$ cat src/rtl/uart_tx_pkg.sv
`default_nettype none
// ============================================================================
// Module      : uart_tx_pkg
// Description : Shared definitions for the FIFO-fed UART transmitter:
//               FSM state encoding, line levels and a frame-length helper.
// Revision    : 1.0 - initial release
// ============================================================================
package uart_tx_pkg;

    // Transmitter FSM states, 3-bit explicit encoding
    typedef enum logic [2:0] {
        ST_IDLE   = 3'd0,
        ST_FETCH  = 3'd1,
        ST_LOAD   = 3'd2,
        ST_START  = 3'd3,
        ST_DATA   = 3'd4,
        ST_PARITY = 3'd5,
        ST_STOP   = 3'd6
    } uart_tx_state_t;

    // Serial line levels
    localparam logic c_IDLE_LEVEL  = 1'b1;
    localparam logic c_START_LEVEL = 1'b0;

    // Total clk cycles occupied by one frame on the line
    function automatic int unsigned frame_cycles(
        input int unsigned data_width,
        input int unsigned clks_per_bit,
        input int unsigned parity_en,
        input int unsigned stop_bits
    );
        return (1 + data_width + parity_en + stop_bits) * clks_per_bit;
    endfunction

endpackage : uart_tx_pkg
`default_nettype wire

$ cat src/rtl/uart_bit_timer.sv
`default_nettype none
// ============================================================================
// Module      : uart_bit_timer
// Description : Bit-period counter. Counts 0..CLKS_PER_BIT-1 and flags the
//               last cycle of each bit period. Restart clears the count.
// Ports       : clk      - clock, rising edge
//               rst_n    - synchronous active-low reset
//               restart  - hold count at 0 (used outside the serial states)
//               bit_end  - high on the last cycle of a bit period
// Revision    : 1.0 - initial release
// ============================================================================
module uart_bit_timer #(
    parameter int CLKS_PER_BIT = 16
) (
    input  logic clk,
    input  logic rst_n,
    input  logic restart,
    output logic bit_end
);

    localparam int                c_CNT_W = (CLKS_PER_BIT > 2) ? $clog2(CLKS_PER_BIT) : 1;
    localparam logic [c_CNT_W-1:0] c_LAST  = c_CNT_W'(CLKS_PER_BIT - 1);

    logic [c_CNT_W-1:0] r_cnt;

    always_ff @(posedge clk) begin
        if (!rst_n || restart) begin
            r_cnt <= '0;
        end else if (r_cnt == c_LAST) begin
            r_cnt <= '0;
        end else begin
            r_cnt <= r_cnt + c_CNT_W'(1);
        end
    end

    assign bit_end = (r_cnt == c_LAST);

endmodule : uart_bit_timer
`default_nettype wire

$ cat src/rtl/fifo_uart_tx.sv
`default_nettype none
// ============================================================================
// Module      : fifo_uart_tx
// Description : Drains a registered-read byte FIFO and serialises each word
//               as a UART frame: start bit, data LSB first, optional parity,
//               one or two stop bits.
// Ports       : clk        - clock, rising edge
//               rst_n      - synchronous active-low reset
//               fifo_empty - FIFO empty flag
//               fifo_rd_en - one-cycle pop strobe per byte
//               fifo_data  - FIFO read data, valid the cycle after the pop
//               tx         - serial line, idles high
//               busy       - high from fetch until the end of the last stop bit
//               frame_done - one-cycle pulse after the last stop-bit cycle
// Revision    : 1.0 - initial release
// ============================================================================
module fifo_uart_tx
    import uart_tx_pkg::*;
#(
    parameter int DATA_WIDTH   = 8,
    parameter int CLKS_PER_BIT = 16,
    parameter int PARITY_EN    = 0,
    parameter int PARITY_ODD   = 0,
    parameter int STOP_BITS    = 1
) (
    input  logic                  clk,
    input  logic                  rst_n,
    input  logic                  fifo_empty,
    output logic                  fifo_rd_en,
    input  logic [DATA_WIDTH-1:0] fifo_data,
    output logic                  tx,
    output logic                  busy,
    output logic                  frame_done
);

    // Index counter must cover both data bits and stop bits
    localparam int                 c_IDX_W      = $clog2(DATA_WIDTH + 1);
    localparam logic [c_IDX_W-1:0] c_LAST_DATA  = c_IDX_W'(DATA_WIDTH - 1);
    localparam logic [c_IDX_W-1:0] c_LAST_STOP  = c_IDX_W'(STOP_BITS - 1);
    localparam logic               c_PARITY_INV = (PARITY_ODD != 0);

    uart_tx_state_t        r_state;
    logic [DATA_WIDTH-1:0] r_shift;
    logic [c_IDX_W-1:0]    r_bit_idx;
    logic                  r_parity;
    logic                  r_tx;
    logic                  r_busy;
    logic                  r_done;

    logic                  w_bit_end;
    logic                  w_timer_restart;
    logic [DATA_WIDTH-1:0] w_shift_next;

    // The timer only runs while a bit is on the line. Every transition
    // between serial states happens on a bit boundary, where the counter
    // wraps to 0, so each state is entered with a fresh count.
    assign w_timer_restart = (r_state == ST_IDLE) || (r_state == ST_FETCH) ||
                             (r_state == ST_LOAD);

    uart_bit_timer #(
        .CLKS_PER_BIT (CLKS_PER_BIT)
    ) u_bit_timer (
        .clk     (clk),
        .rst_n   (rst_n),
        .restart (w_timer_restart),
        .bit_end (w_bit_end)
    );

    assign w_shift_next = r_shift >> 1;

    always_ff @(posedge clk) begin
        if (!rst_n) begin
            r_state   <= ST_IDLE;
            r_shift   <= '0;
            r_bit_idx <= '0;
            r_parity  <= 1'b0;
            r_tx      <= c_IDLE_LEVEL;
            r_busy    <= 1'b0;
            r_done    <= 1'b0;
        end else begin
            r_done <= 1'b0;
            case (r_state)
                ST_IDLE: begin
                    r_tx <= c_IDLE_LEVEL;
                    if (!fifo_empty) begin
                        r_state <= ST_FETCH;
                        r_busy  <= 1'b1;
                    end
                end

                ST_FETCH: begin
                    r_state <= ST_LOAD;
                end

                // Read data from the FIFO is valid now, one cycle after the pop
                ST_LOAD: begin
                    r_shift   <= fifo_data;
                    r_parity  <= (^fifo_data) ^ c_PARITY_INV;
                    r_bit_idx <= '0;
                    r_tx      <= c_START_LEVEL;
                    r_state   <= ST_START;
                end

                ST_START: begin
                    if (w_bit_end) begin
                        r_tx    <= r_shift[0];
                        r_state <= ST_DATA;
                    end
                end

                ST_DATA: begin
                    if (w_bit_end) begin
                        r_shift <= w_shift_next;
                        if (r_bit_idx == c_LAST_DATA) begin
                            r_bit_idx <= '0;
                            if (PARITY_EN != 0) begin
                                r_tx    <= r_parity;
                                r_state <= ST_PARITY;
                            end else begin
                                r_tx    <= c_IDLE_LEVEL;
                                r_state <= ST_STOP;
                            end
                        end else begin
                            r_bit_idx <= r_bit_idx + c_IDX_W'(1);
                            r_tx      <= w_shift_next[0];
                        end
                    end
                end

                ST_PARITY: begin
                    if (w_bit_end) begin
                        r_bit_idx <= '0;
                        r_tx      <= c_IDLE_LEVEL;
                        r_state   <= ST_STOP;
                    end
                end

                // Last stop cycle is the only other place fifo_empty is
                // sampled; a waiting byte is fetched with no idle gap.
                ST_STOP: begin
                    if (w_bit_end) begin
                        if (r_bit_idx == c_LAST_STOP) begin
                            r_bit_idx <= '0;
                            r_done    <= 1'b1;
                            if (!fifo_empty) begin
                                r_state <= ST_FETCH;
                            end else begin
                                r_state <= ST_IDLE;
                                r_busy  <= 1'b0;
                            end
                        end else begin
                            r_bit_idx <= r_bit_idx + c_IDX_W'(1);
                        end
                    end
                end

                default: begin
                    r_state <= ST_IDLE;
                    r_tx    <= c_IDLE_LEVEL;
                    r_busy  <= 1'b0;
                end
            endcase
        end
    end

    assign fifo_rd_en = (r_state == ST_FETCH);
    assign tx         = r_tx;
    assign busy       = r_busy;
    assign frame_done = r_done;

endmodule : fifo_uart_tx
`default_nettype wire

$ cat config.mk
export PLATFORM = sky130hd
export DESIGN_NAME = fifo_uart_tx
export DESIGN_NICKNAME = d
export VERILOG_FILES = /design/src/rtl/uart_tx_pkg.sv /design/src/rtl/uart_bit_timer.sv /design/src/rtl/fifo_uart_tx.sv
export SDC_FILE = /design/constraint.sdc
export NUM_CORES = 1
export LEC_CHECK = 0
export ABC_AREA = 1
export ABC_CLOCK_PERIOD_IN_PS = 4300
export BUFFER_PORTS_ARGS = -buffer_cell sky130_fd_sc_hd__buf_2
export CORE_MARGIN = 3
export CORE_UTILIZATION = 30
export DETAILED_ROUTE_END_ITERATION = 8
export GPL_TIMING_DRIVEN = 0
export PLACE_DENSITY = 0.54
export SETUP_SLACK_MARGIN = 0.2
export SLEW_MARGIN = 20
export SYNTH_ARGS = -nofsm -noshare
export SYNTH_HDL_FRONTEND = slang
export SYNTH_HIERARCHICAL = 1
export SYNTH_SLANG_ARGS = --single-unit
$ cat constraint.sdc
create_clock -name clk -period 4.3 [get_ports clk]
set_input_delay 0.86 -clock clk [delete_from_list [all_inputs] [get_ports clk]]
set_output_delay 0.86 -clock clk [all_outputs]
set_load 0.05 [all_outputs]
==> After elaboration in Yosys (flattened, before gate mapping) <==
Cells that the tools add are included.
{ "totals": {"register_bits": 22, "in_bits": 11, "output_inout_bits": 4, "wordCells": 72} }
{ "op_classes": {"add_sub_neg": 2, "n_eq_ne": 16, "n_mux": 28, "n_bitwise": 2, "n_reduce_logical": 17} }
{ "op_table": {"columns": ["op", "n"], "rows": [
  ["two-way mux 3 bit", 7],
  ["one-hot mux 3 bit (7 select lines)", 1],
  ["two-way mux 4 bit", 5],
  ["one-hot mux 4 bit (4 select lines)", 1],
  ["one-hot mux 8 bit (2 select lines)", 1],
  ["two-way mux 1 bit", 10],
  ["equality test 3 bit, second input constant", 3],
  ["adder 4 x 1 -> 4 bit, second input constant", 2],
  ["two-way mux 8 bit", 1],
  ["inequality test 2 x 1 -> 1 bit, second input constant", 4],
  ["inequality test 2 bit, second input constant", 4],
  ["AND reduction 4 bit", 2],
  ["AND reduction 7 bit", 1],
  ["equality test 3 x 2 -> 1 bit, second input constant", 2],
  ["one-hot mux 1 bit (5 select lines)", 1],
  ["AND reduction 5 bit", 1],
  ["OR reduction 5 bit", 1],
  ["equality test 4 x 3 -> 1 bit, second input constant", 1],
  ["equality test 4 bit, second input constant", 1],
  ["logical NOT 4 bit", 1],
  ["nonzero test 4 bit", 1],
  ["OR reduction 2 bit", 2],
  ["equality test 3 x 1 -> 1 bit, second input constant", 1],
  ["logical NOT 3 bit", 1],
  ["7 further kinds", 10]
]} }

==> Depth between registers and ports, before layout <==
Gate-level depths: netlist (run 1).
{ "logic_depth": {"ltp_word": 5, "ltp_mapped": 9, "ltp_nobuf": 9} }

==> Hierarchy <==
The synthesis (run 1) kept the hierarchy.
{ "by_module_without_submodules": {"columns": ["module", "n_inst", "cells_each", "area_per_inst_um2", "seq_area_each_um2"], "rows": [
  ["fifo_uart_tx", 1, 157, 1071.0, 360.3],
  ["uart_bit_timer", 1, 20, 165.2, 80.1]
]} }

==> Least setup slack after synthesis (run 1) <==
OpenSTA, ideal clock, no wires.
{ "synth_path": {"path_type": "register -> output", "start": "reg r_state[0]", "end": "out fifo_rd_en", "t_arrival_ns": 1.026, "slack_ns": 2.414, "stages_incl_launch_ff": 5, "path_buffers": 0, "cell_sequence": "dfxtp_1 > inv_2 > nor2_1 > nand2_1 > inv_1"} }
{ "synth_via": {"elab_chain_len": 1} }
{ "synth_lines": {"columns": ["item", "line", "source"], "rows": [
  ["start: declaration", "fifo_uart_tx.sv:42", "uart_tx_state_t r_state;"],
  ["start signal: assignment", "fifo_uart_tx.sv:73", "r_state <= ST_IDLE;"],
  ["start signal: assignment", "fifo_uart_tx.sv:86", "r_state <= ST_FETCH;"],
  ["start signal: assignment", "fifo_uart_tx.sv:92", "r_state <= ST_LOAD;"],
  ["equality test 3 x 1 -> 1 bit", "fifo_uart_tx.sv:166", "assign fifo_rd_en = (r_state == ST_FETCH);"],
  ["end: declaration", "fifo_uart_tx.sv:29", "output logic fifo_rd_en,"]
]} }
Every way passes these cells.

==> Final worst setup path (run 1) <==
Same ends and word-level chain as after synthesis.

==> flow_summary_export.csv, run 1 <==
group,metric,value,unit
critical_path,cp.required,3.44,ns
synth,synth_area,0.00124,mm^2
clock_tree,h-tree-depth,1,
timing,fmax,440,MHz
critical_path,r2r-start,"u_bit_timer/r_cnt[0]",
timing,rsz0062_at_grt,"false",
placed_design,place_congestion,0.847,
timing,tightest_slew,0.359,ns
critical_path,r2r_setup_slack,2.53,ns
critical_path,rr_worst_depth,9,
final_layout,fin_util,37.1,%
final_layout,fillers,432,
global_route,grt_antenna_before_repair,0,
critical_path,arrival,1.41,ns
clock_tree,numClockSinks,22,
critical_path,path_class,"reg2out",
die,core_area,0.00383,mm^2
synth,seq_area_frac_synth,35.6,%
clock_tree,post_cts_buffers,0,
final_layout,drive_above_1_share,22.6,%
timing,finalSetupViolCount,0,
routing,via_per_inst,4.82,
final_layout,final_nets,210,
synth,synth.cells.most_frequent,"nand2_1 (37), dfxtp_1 (22), nor2_1 (19)",
pwr,vdd_drop_max,0.206,mV
routing,wl,2.80,mm
outcome,status,"finished clean",
timing,slew_headroom,75.9,%
synth,avgSynthCellArea,6.98,um^2
routing,dr_total_vias,1172,
synth,synth_cell_types,27,
critical_path,cp-start-kind,"flip-flop",
synth,synth_area_leaders,"dfxtp_1 (36%), nand2_1 (11%), nand3_1 (7.3%)",
clock_tree,cts_resized,0,
die,fp.dieW,70.2,um
synth,synth_top_area_share,35.6,%
die,die_h,70.2,um
global_route,grt_pass1_vias,1137,
critical_path,path_max_fanout,9,
timing,finalCriticalPeriod,2.27,ns
job,cap_violations,0,
worst_hold_path,hp-class,"reg2reg",
clock_tree,clk_path_buf_depth,2,
routing,ant_nets,0,
final_layout,diodes,0,
worst_hold_path,hold_depth,1,
synth,synth_nets,191,
timing,slew_viol_final,0,
global_route,grt_max_degree,13,
die,fp-row-count,22,
synth,synth-seq-cells,22,
synth,synthFlopType,"dfxtp_1",
synth,yosys.area.top_type,"dfxtp_1",
final_layout,syn2layout_area_growth,15.0,%
clock_tree,cts_buffers,3,
clock_tree,cts.clk_slew.worst_paths,0.08,ns
synth,yosys_warnings,6,
global_route,globalRouteTotalUtil,12.2,%
clock_tree,root_buffer,"clkbuf_8",
clock_tree,tritoncts,"done",
placed_design,dp.final_hpwl,2.14,mm
timing,finalCritPeriodShare,52.9,%
routing,post_drt_wl_per_cell,11.5,um
pwr,power_leakage,0.635,nW
clock_tree,clkLatencyLatePin,0.26,ns
routing,drt_iter0_markers,61,
routing,drt_pass1_iterations,4,
critical_path,reg2reg_to,"r_bit_idx[2]",
synth,ys_async_sr_fraction,0,%
worst_hold_path,min_from,"u_bit_timer/r_cnt[0]",
die,initial_utilization,32.3,%
worst_hold_path,min_to,"u_bit_timer/r_cnt[0]",
global_route,grt-ovfl-total,0,
routing,drc_errors,0,
timing,timing.setup.tns,0,ns
synth,synth-edff-count,0,
timing,clock-skew-final,0.00438,ns
synth,yosysMostFrequentCell,"nand2_1",
global_route,grt_pass1_wl,4.96,mm
synth,syn_inst,177,
clock_tree,ctsHoldBuffers,0,
die,die-area,0.00493,mm^2
critical_path,cp-end-kind,"output port",
timing,hold_viol_final,0,
placed_design,numPortBuffers,14,
pwr,power.density,450,mW/mm^2
die,io_pins,15,
[power breakdown]
part           switching, mW  internal (mW)
registers             0.0212          0.235
logic                  0.155         0.0781
clock network         0.0686         0.0816
total                  0.244          0.395
[logic make-up after synthesis]
logic type / share of synthesized area (%)
DFF: 35.6
and+or+nand+nor: 35.3
AOI/OAI and AO/OA: 15.5
buffers and inverters: 9.11
xor gates and xnor gates: 1.42
adders and majority gates: 3.04
[state kept, by name, indices dropped and copies added, names as in the netlist]
name               flops
r_shift                8
u_bit_timer/r_cnt      4
busy                   1
frame_done             1
r_bit_idx              4
r_state                3
tx                     1
[cell type report]
type                            instances  area, um^2  share of cell area, %
Timing Repair Buffer                   14        70.1                   4.93
Clock buffer                            4        55.1                   3.87
Buffer                                  4        35.0                   2.46
Multi-Input combinational cell        131         683                   48.1
Inverter                               20        77.6                   5.46
Sequential cell                        22         440                   31.0
Tap cell                               48        60.1                   4.23
[routing by layer]
metal  up-vias  routed length [um]  share of wire [%]  GRT usage [%]
li1        620                   -                  -              -
met1       529                1390                 50           16.2
met2        21                1260                 45           19.9
met3         2                 132                4.7           3.31
met4         0                  14               0.50           2.13
met5         -                   0                  0              0
[stage by stage]
| stage | instances | setup slack, ns | hold slack (ns) | total power [mW] | cell area (um^2) |
|---|---|---|---|---|---|
| 5_1_grt | 243 | 1.92 | 0.495 | 0.691 | 1420 |
| 3_5_place_dp | 239 | 2.33 | 0.463 | 0.494 | 1370 |
| 2_1_floorplan | 177 | 2.41 | 0.430 | 0.445 | 1240 |
| 6_report | 243 | 2.03 | 0.469 | 0.639 | 1420 |
| 3_3_place_gp | 239 | 2.33 | 0.452 | 0.497 | 1370 |
| 4_1_cts | 243 | 2.03 | 0.481 | 0.648 | 1420 |
[cell usage in the layout, fill, tap and decap left out, types with 2 or more instances in the layout]
cell type	instances
ha_1	3
nand2_2	7
o21ai_0	8
inv_1	16
a31oi_1	7
nand3_1	18
dfxtp_1	22
o21ai_1	2
nand2_1	37
inv_2	3
nor2_2	3
o21ai_2	4
buf_2	15
nor2_1	19
nor2_4	2
buf_6	2
clkbuf_8	4
a21oi_1	11
nand4_1	3
[worst max path at each step]
stage | endpoint | slack [ns] | from
after floorplan | fifo_rd_en | 2.41 | r_state[0]
after global placement | fifo_rd_en | 2.33 | r_state[0]
after detailed placement | fifo_rd_en | 2.33 | r_state[0]
after CTS | fifo_rd_en | 2.03 | r_state[0]
after global routing | fifo_rd_en | 1.92 | r_state[0]
final | fifo_rd_en | 2.03 | r_state[0]
[critical path: stages, from the launching register on]
cell and delay [ns]:
dfxtp_1 0.46, inv_2 0.15, nor2_1 0.15, nand2_1 0.09
inv_1 0.05, buf_2 0.25
(Power assumes the default switching activity.)
==> run 2, diff against run 1 <==
--- a/config.mk
+++ b/config.mk
@@ -6,13 +6,13 @@
 export NUM_CORES = 1
 export LEC_CHECK = 0
 export ABC_AREA = 1
-export ABC_CLOCK_PERIOD_IN_PS = 4300
+export ABC_CLOCK_PERIOD_IN_PS = 1800
 export BUFFER_PORTS_ARGS = -buffer_cell sky130_fd_sc_hd__buf_2
 export CORE_MARGIN = 3
 export CORE_UTILIZATION = 30
 export DETAILED_ROUTE_END_ITERATION = 8
 export GPL_TIMING_DRIVEN = 0
-export PLACE_DENSITY = 0.54
+export PLACE_DENSITY = 0.55
 export SETUP_SLACK_MARGIN = 0.2
 export SLEW_MARGIN = 20
 export SYNTH_ARGS = -nofsm -noshare
==> constraint.sdc (replaced) <==
create_clock -name clk -period 1.8 [get_ports clk]
set_input_delay 0.36 -clock clk [delete_from_list [all_inputs] [get_ports clk]]
set_output_delay 0.36 -clock clk [all_outputs]
set_load 0.05 [all_outputs]
==> flow_summary_export.csv, run 2 (synthesis results as in run 1) <==
group,metric,value,unit
critical_path,cp-start-kind,"flip-flop",
global_route,grt_antenna_before_repair,0,
critical_path,crit_chain,"buf_4 -> inv_2 -> nand2_1 -> inv_1 -> buf_6",
clock_tree,cts_buffers,3,
final_layout,layout_commonest_cell,"nand2_1",
global_route,grtUsageMet1,16.0,%
timing,finalCriticalPeriod,1.52,ns
critical_path,cp-end-kind,"output port",
final_layout,diodes,0,
routing,wl,2.77,mm
placed_design,place_congestion,0.875,
final_layout,top_register,"r_shift",
routing,drt_iter0_markers,60,
timing,timing.setup.tns,0,ns
routing,dr_total_vias,1161,
timing,finalCritPeriodShare,84.6,%
timing,clock-skew-final,0.00179,ns
final_layout,final_nets,212,
critical_path,arrival,1.16,ns
final_layout,fillers,436,
job,cap_violations,0,
timing,whs,0.345,ns
placed_design,dp.final_hpwl,2.06,mm
critical_path,slowest_stage,"dfxtp_1",
final_layout,largest_reg_flops,8,
global_route,globalRouteTotalUtil,11.8,%
die,initial_utilization,32.3,%
global_route,grt_pass1_vias,1113,
clock_tree,clkLatencyLatePin,0.26,ns
global_route,top_usage_layer,"met2",
die,core_area,0.00383,mm^2
timing,rsz0062_at_grt,"true",
clock_tree,numClockSinks,22,
die,fp.dieW,70.2,um
pwr,vdd_drop_max,0.720,mV
die,die-area,0.00493,mm^2
clock_tree,h-tree-depth,1,
final_layout,syn2layout_area_growth,19.8,%
critical_path,path_max_fanout,9,
clock_tree,tritoncts,"done",
global_route,met3_usage,3.02,%
clock_tree,cts.clk_slew.worst_paths,0.08,ns
die,io_pins,15,
die,fp-row-count,22,
routing,drc_errors,0,
global_route,grt-ovfl-total,0,
critical_path,cpPeakStageDelay,0.30,ns
final_layout,largestRegisters,"r_shift (8), r_bit_idx (4), u_bit_timer/r_cnt (4)",
critical_path,r2r_setup_slack,0.32,ns
critical_path,cp.required,1.44,ns
routing,via_per_inst,4.74,
timing,slew_viol_final,0,
outcome,status,"finished clean",
pwr,power_leakage,0.649,nW
global_route,grt_pass1_wl,4.84,mm
clock_tree,ctsHoldBuffers,0,
pwr,power.density,1130,mW/mm^2
global_route,grt_max_degree,14,
timing,tightest_slew,0.287,ns
final_layout,drive_above_1_share,27.9,%
clock_tree,clk_path_buf_depth,2,
routing,ant_nets,0,
die,die_h,70.2,um
global_route,grt_use_met2,19.1,%
routing,drt_pass1_iterations,4,
timing,fmax,656,MHz
timing,hold_viol_final,0,
final_layout,mostFrequentLayoutCells,"nand2_1 (37), dfxtp_1 (19), nor2_1 (18)",
timing,slew_headroom,80.8,%
critical_path,path_class,"reg2out",
placed_design,numPortBuffers,14,
timing,finalSetupViolCount,0,
clock_tree,root_buffer,"clkbuf_8",
worst_hold_path,hp-class,"in2reg",
routing,post_drt_wl_per_cell,11.3,um
[run 2: cell count changes in the layout (fill, tap and decap cells not counted), sizes merged]
cell / change
buf: +2
bufinv: +1
clkbuf: -1
[run 2: worst max-delay path, delay by kind of cell (launching register included)]
family / cells / cell delay (ns)
buf+inv: 4 / 0.51
flops: 1 / 0.30
simple gates: 1 / 0.09
[run 2: power breakdown]
part / leakage (nW) / internal [mW] / switching, mW
clock network: 0.0357 / 0.297 / 0.174
registers: 0.180 / 0.566 / 0.0511
logic: 0.433 / 0.202 / 0.376
total: 0.649 / 1.07 / 0.601
[run 2: area by class of cell]
| class | count | area [um^2] | share of cell area, % |
|---|---|---|---|
| multi-input combinational | 131 | 697 | 47.0 |
| sequential | 22 | 447 | 30.2 |
| timing repair buffer | 16 | 91.3 | 6.17 |
| inverter | 20 | 80.1 | 5.41 |
| tap | 48 | 60.1 | 4.05 |
| clock buffer | 3 | 41.3 | 2.79 |
| buffer | 4 | 35.0 | 2.36 |
| clock inverter | 1 | 30.0 | 2.03 |
[run 2: per-stage QoR]
step	cell area [um^2]	util [%]	power [mW]	std cells	setup slack [ns]
floorplan	1240	-	1.06	177	0.334
global placement	1370	35.7	1.18	239	0.0267
detailed placement	1370	35.7	1.18	239	0.0357
CTS	1450	37.8	1.67	243	0.164
global route	1480	38.7	1.78	245	0.197
finish	1480	38.7	1.67	245	0.277
[run 2: path summary, 6_finish.rpt]
path                              from  depth (start not counted)              endpoint
hold / removal            fifo_data[5]                          3            r_shift[5]
hold reg to reg   u_bit_timer/r_cnt[0]                          1  u_bit_timer/r_cnt[0]
setup reg to reg  u_bit_timer/r_cnt[0]                          9          r_bit_idx[2]
setup / recovery            r_state[2]                          5            fifo_rd_en
[run 2: layer usage]
metal | wire (um) | vias up
met5 | 0 | -
met4 | 14 | 0
met3 | 109 | 2
met2 | 1250 | 18
met1 | 1390 | 515
li1 | - | 626
[run 2: what timing repair did]
| action | in CTS | in global routing |
|---|---|---|
| pin swaps | 0 | 0 |
| endpoints found under the setup margin | 6 | 9 |
| setup buffers | 0 | 2 |
| resized for setup | 5 | 8 |
==> run 3, diff against run 2 <==
--- a/config.mk
+++ b/config.mk
@@ -5,14 +5,14 @@
 export SDC_FILE = /design/constraint.sdc
 export NUM_CORES = 1
 export LEC_CHECK = 0
-export ABC_AREA = 1
-export ABC_CLOCK_PERIOD_IN_PS = 1800
+export ABC_AREA = 0
+export ABC_CLOCK_PERIOD_IN_PS = 1500
 export BUFFER_PORTS_ARGS = -buffer_cell sky130_fd_sc_hd__buf_2
 export CORE_MARGIN = 3
 export CORE_UTILIZATION = 30
 export DETAILED_ROUTE_END_ITERATION = 8
 export GPL_TIMING_DRIVEN = 0
-export PLACE_DENSITY = 0.55
+export PLACE_DENSITY = 0.54
 export SETUP_SLACK_MARGIN = 0.2
 export SLEW_MARGIN = 20
 export SYNTH_ARGS = -nofsm -noshare
==> constraint.sdc (replaced) <==
create_clock -name clk -period 1.5 [get_ports clk]
set_input_delay 0.3 -clock clk [delete_from_list [all_inputs] [get_ports clk]]
set_output_delay 0.3 -clock clk [all_outputs]
set_load 0.05 [all_outputs]
==> flow_summary_export.csv, run 3 <==
group,metric,value,unit
pwr,switching_share,28.8,%
timing,finalCritPeriodShare,103,%
synth,yosys.area.top_type,"dfxtp_1",
placed_design,placed_area,0.00141,mm^2
final_layout,regArea,454,um^2
synth,synth_area_leaders,"dfxtp_1 (37%), mux2i_1 (6.6%), o211a_1 (5.8%)",
timing,timing.setup.tns,-0.148,ns
worst_hold_path,hold_depth,2,
placed_design,dp.final_hpwl,1.85,mm
synth,synthFlopType,"dfxtp_1",
clock_tree,cts.clk_slew.worst_paths,0.08,ns
timing,whs,0.305,ns
critical_path,cp-end-kind,"flip-flop",
routing,wl,3.02,mm
clock_tree,cts_buffers,3,
clock_tree,root_buffer,"clkbuf_8",
final_layout,design_area,0.00186,mm^2
timing,slew_headroom,70.5,%
clock_tree,h-tree-depth,1,
timing,finalCriticalPeriod,1.54,ns
final_layout,final_nets,190,
routing,drt_iter0_markers,23,
synth,yosys_warnings,6,
critical_path,cp.required,1.71,ns
final_layout,instances_no_fill,222,
job,cap_violations,0,
timing,slew_viol_final,0,
synth,ys_async_sr_fraction,0,%
die,die-area,0.00482,mm^2
timing,layout_setup_ws,-0.0434,ns
outcome,violations,"setup timing",
placed_design,numPortBuffers,14,
placed_design,placed_cells,197,
critical_path,path_class,"reg2reg",
pwr,intPower,0.938,mW
die,initial_utilization,32.0,%
final_layout,syn2layout_area_growth,54.1,%
synth,synth_cell_types,42,
placed_design,dp_slack,-0.129,ns
routing,drc_errors,0,
clock_tree,tritoncts,"done",
global_route,grt_antenna_before_repair,0,
global_route,grt_pass1_vias,1090,
clock_tree,numClockSinks,22,
final_layout,top_register,"r_shift",
critical_path,path_max_fanout,5,
pwr,vdd_drop_max,0.327,mV
timing,tightest_slew,0.443,ns
clock_tree,clk_path_buf_depth,2,
synth,avgSynthCellArea,8.93,um^2
final_layout,mostFrequentLayoutCells,"buf_4 (15), dfxtp_1 (15), buf_2 (13)",
pwr,combPwrFrac,23.2,%
die,fp-row-count,22,
synth,synth.cells.most_frequent,"dfxtp_1 (22), nand2_1 (12), mux2i_1 (8), o21ai_0 (8), o211a_1 (7)",
synth,synth_top_area_share,36.5,%
critical_path,rr_worst_depth,7,
synth,synth-edff-count,0,
timing,clock-skew-final,0.00710,ns
routing,via_per_inst,5.22,
clock_tree,clkLatencyLatePin,0.27,ns
critical_path,arrival,1.76,ns
final_layout,multi_input_area,876,um^2
synth,synth_area,0.00121,mm^2
global_route,grt-ovfl-total,0,
synth,syn_inst,135,
synth,synth_nets,149,
timing,finalSetupViolCount,7,
final_layout,fin_util,49.3,%
outcome,status,"finished with violations",
pwr,power.density,708,mW/mm^2
die,core_area,0.00377,mm^2
pwr,power_leakage,0.764,nW
pwr,switchingPower,0.379,mW
final_layout,largest_reg_flops,8,
timing,fmax,648,MHz
routing,post_drt_wl_per_cell,13.6,um
placed_design,place_congestion,0.802,
synth,synth-seq-cells,22,
global_route,grt_max_degree,12,
timing,rsz0062_at_grt,"true",
final_layout,largestRegisters,"r_shift (8), r_bit_idx (4), u_bit_timer/r_cnt (4)",
routing,dr_total_vias,1158,
final_layout,diodes,0,
pwr,seqPwrFrac,48.4,%
final_layout,fillers,348,
pwr,total_power,1.32,mW
critical_path,cp-start-kind,"flip-flop",
die,io_pins,15,
worst_hold_path,hp-class,"in2reg",
die,die_h,69.4,um
final_layout,drive_above_1_share,56.3,%
pwr,clkPwrFrac,28.3,%
synth,yosysMostFrequentCell,"dfxtp_1",
die,fp.dieW,69.4,um
timing,hold_viol_final,0,
synth,seq_area_frac_synth,36.5,%
global_route,grt_pass1_wl,4.91,mm
routing,ant_nets,0,
routing,drt_pass1_iterations,5,
global_route,globalRouteTotalUtil,12.1,%
## run 3: area by class of cell
class | count | area share, %
multi-input combinational | 97 | 47.1
sequential | 22 | 24.4
timing repair buffer | 36 | 15.5
buffer | 10 | 5.99
tap | 48 | 3.23
clock buffer | 3 | 2.22
inverter | 6 | 1.48
## run 3: logic make-up (layout without fill, tap and decap cells)
family | after synthesis | in the layout | share of synthesized area, %
flops | 22 | 22 | 36.5
mux | 8 | 8 | 6.64
buf+inv | 16 | 55 | 5.91
fa+ha+maj | 3 | 3 | 3.11
compound gates | 36 | 36 | 22.0
xor+xnor | 3 | 3 | 2.18
simple gates | 47 | 47 | 23.6
## run 3: final timing paths
path                     endpoint                  from  slack, ns
max                  r_bit_idx[2]  u_bit_timer/r_cnt[0]      -0.04
min          u_bit_timer/r_cnt[2]                 rst_n       0.31
max reg2reg          r_bit_idx[2]  u_bit_timer/r_cnt[0]      -0.04
min reg2reg                    tx                    tx       0.47
## run 3: power groups by stage
| stage | logic, mW | registers, mW | clock network [mW] |
|---|---|---|---|
| detailed placement | 0.217 | 0.649 | 0 |
| floorplan | 0.150 | 0.661 | 0 |
| global placement | 0.216 | 0.648 | 0 |
| finish | 0.306 | 0.638 | 0.373 |
| CTS | 0.267 | 0.635 | 0.386 |
| global route | 0.331 | 0.640 | 0.406 |
## run 3: routing by layer
metal	vias up	GRT usage, %	part of all wire (%)
li1	568	-	-
met1	561	15.7	48
met2	23	19.8	47
met3	6	2.32	3.1
met4	0	4.34	1.8
met5	-	0	0
## run 3: worst max-delay path, stage by stage, from the launching register on
cell and delay [ns]:
dfxtp_2 0.35, ha_4 0.13, and3_4 0.21, buf_6 0.13
nand3_2 0.08, or4_4 0.42, o21ai_2 0.06, and2_1 0.12
## run 3: timing repair
action / CTS / global route
endpoints found under the setup margin: 21 / 22
hold buffers: 0 / 0
resized for setup: 37 / 27
gates cloned: 1 / 0
endpoints found under the hold margin: 0 / 0
setup buffers: 15 / 6
pin swaps: 11 / 14
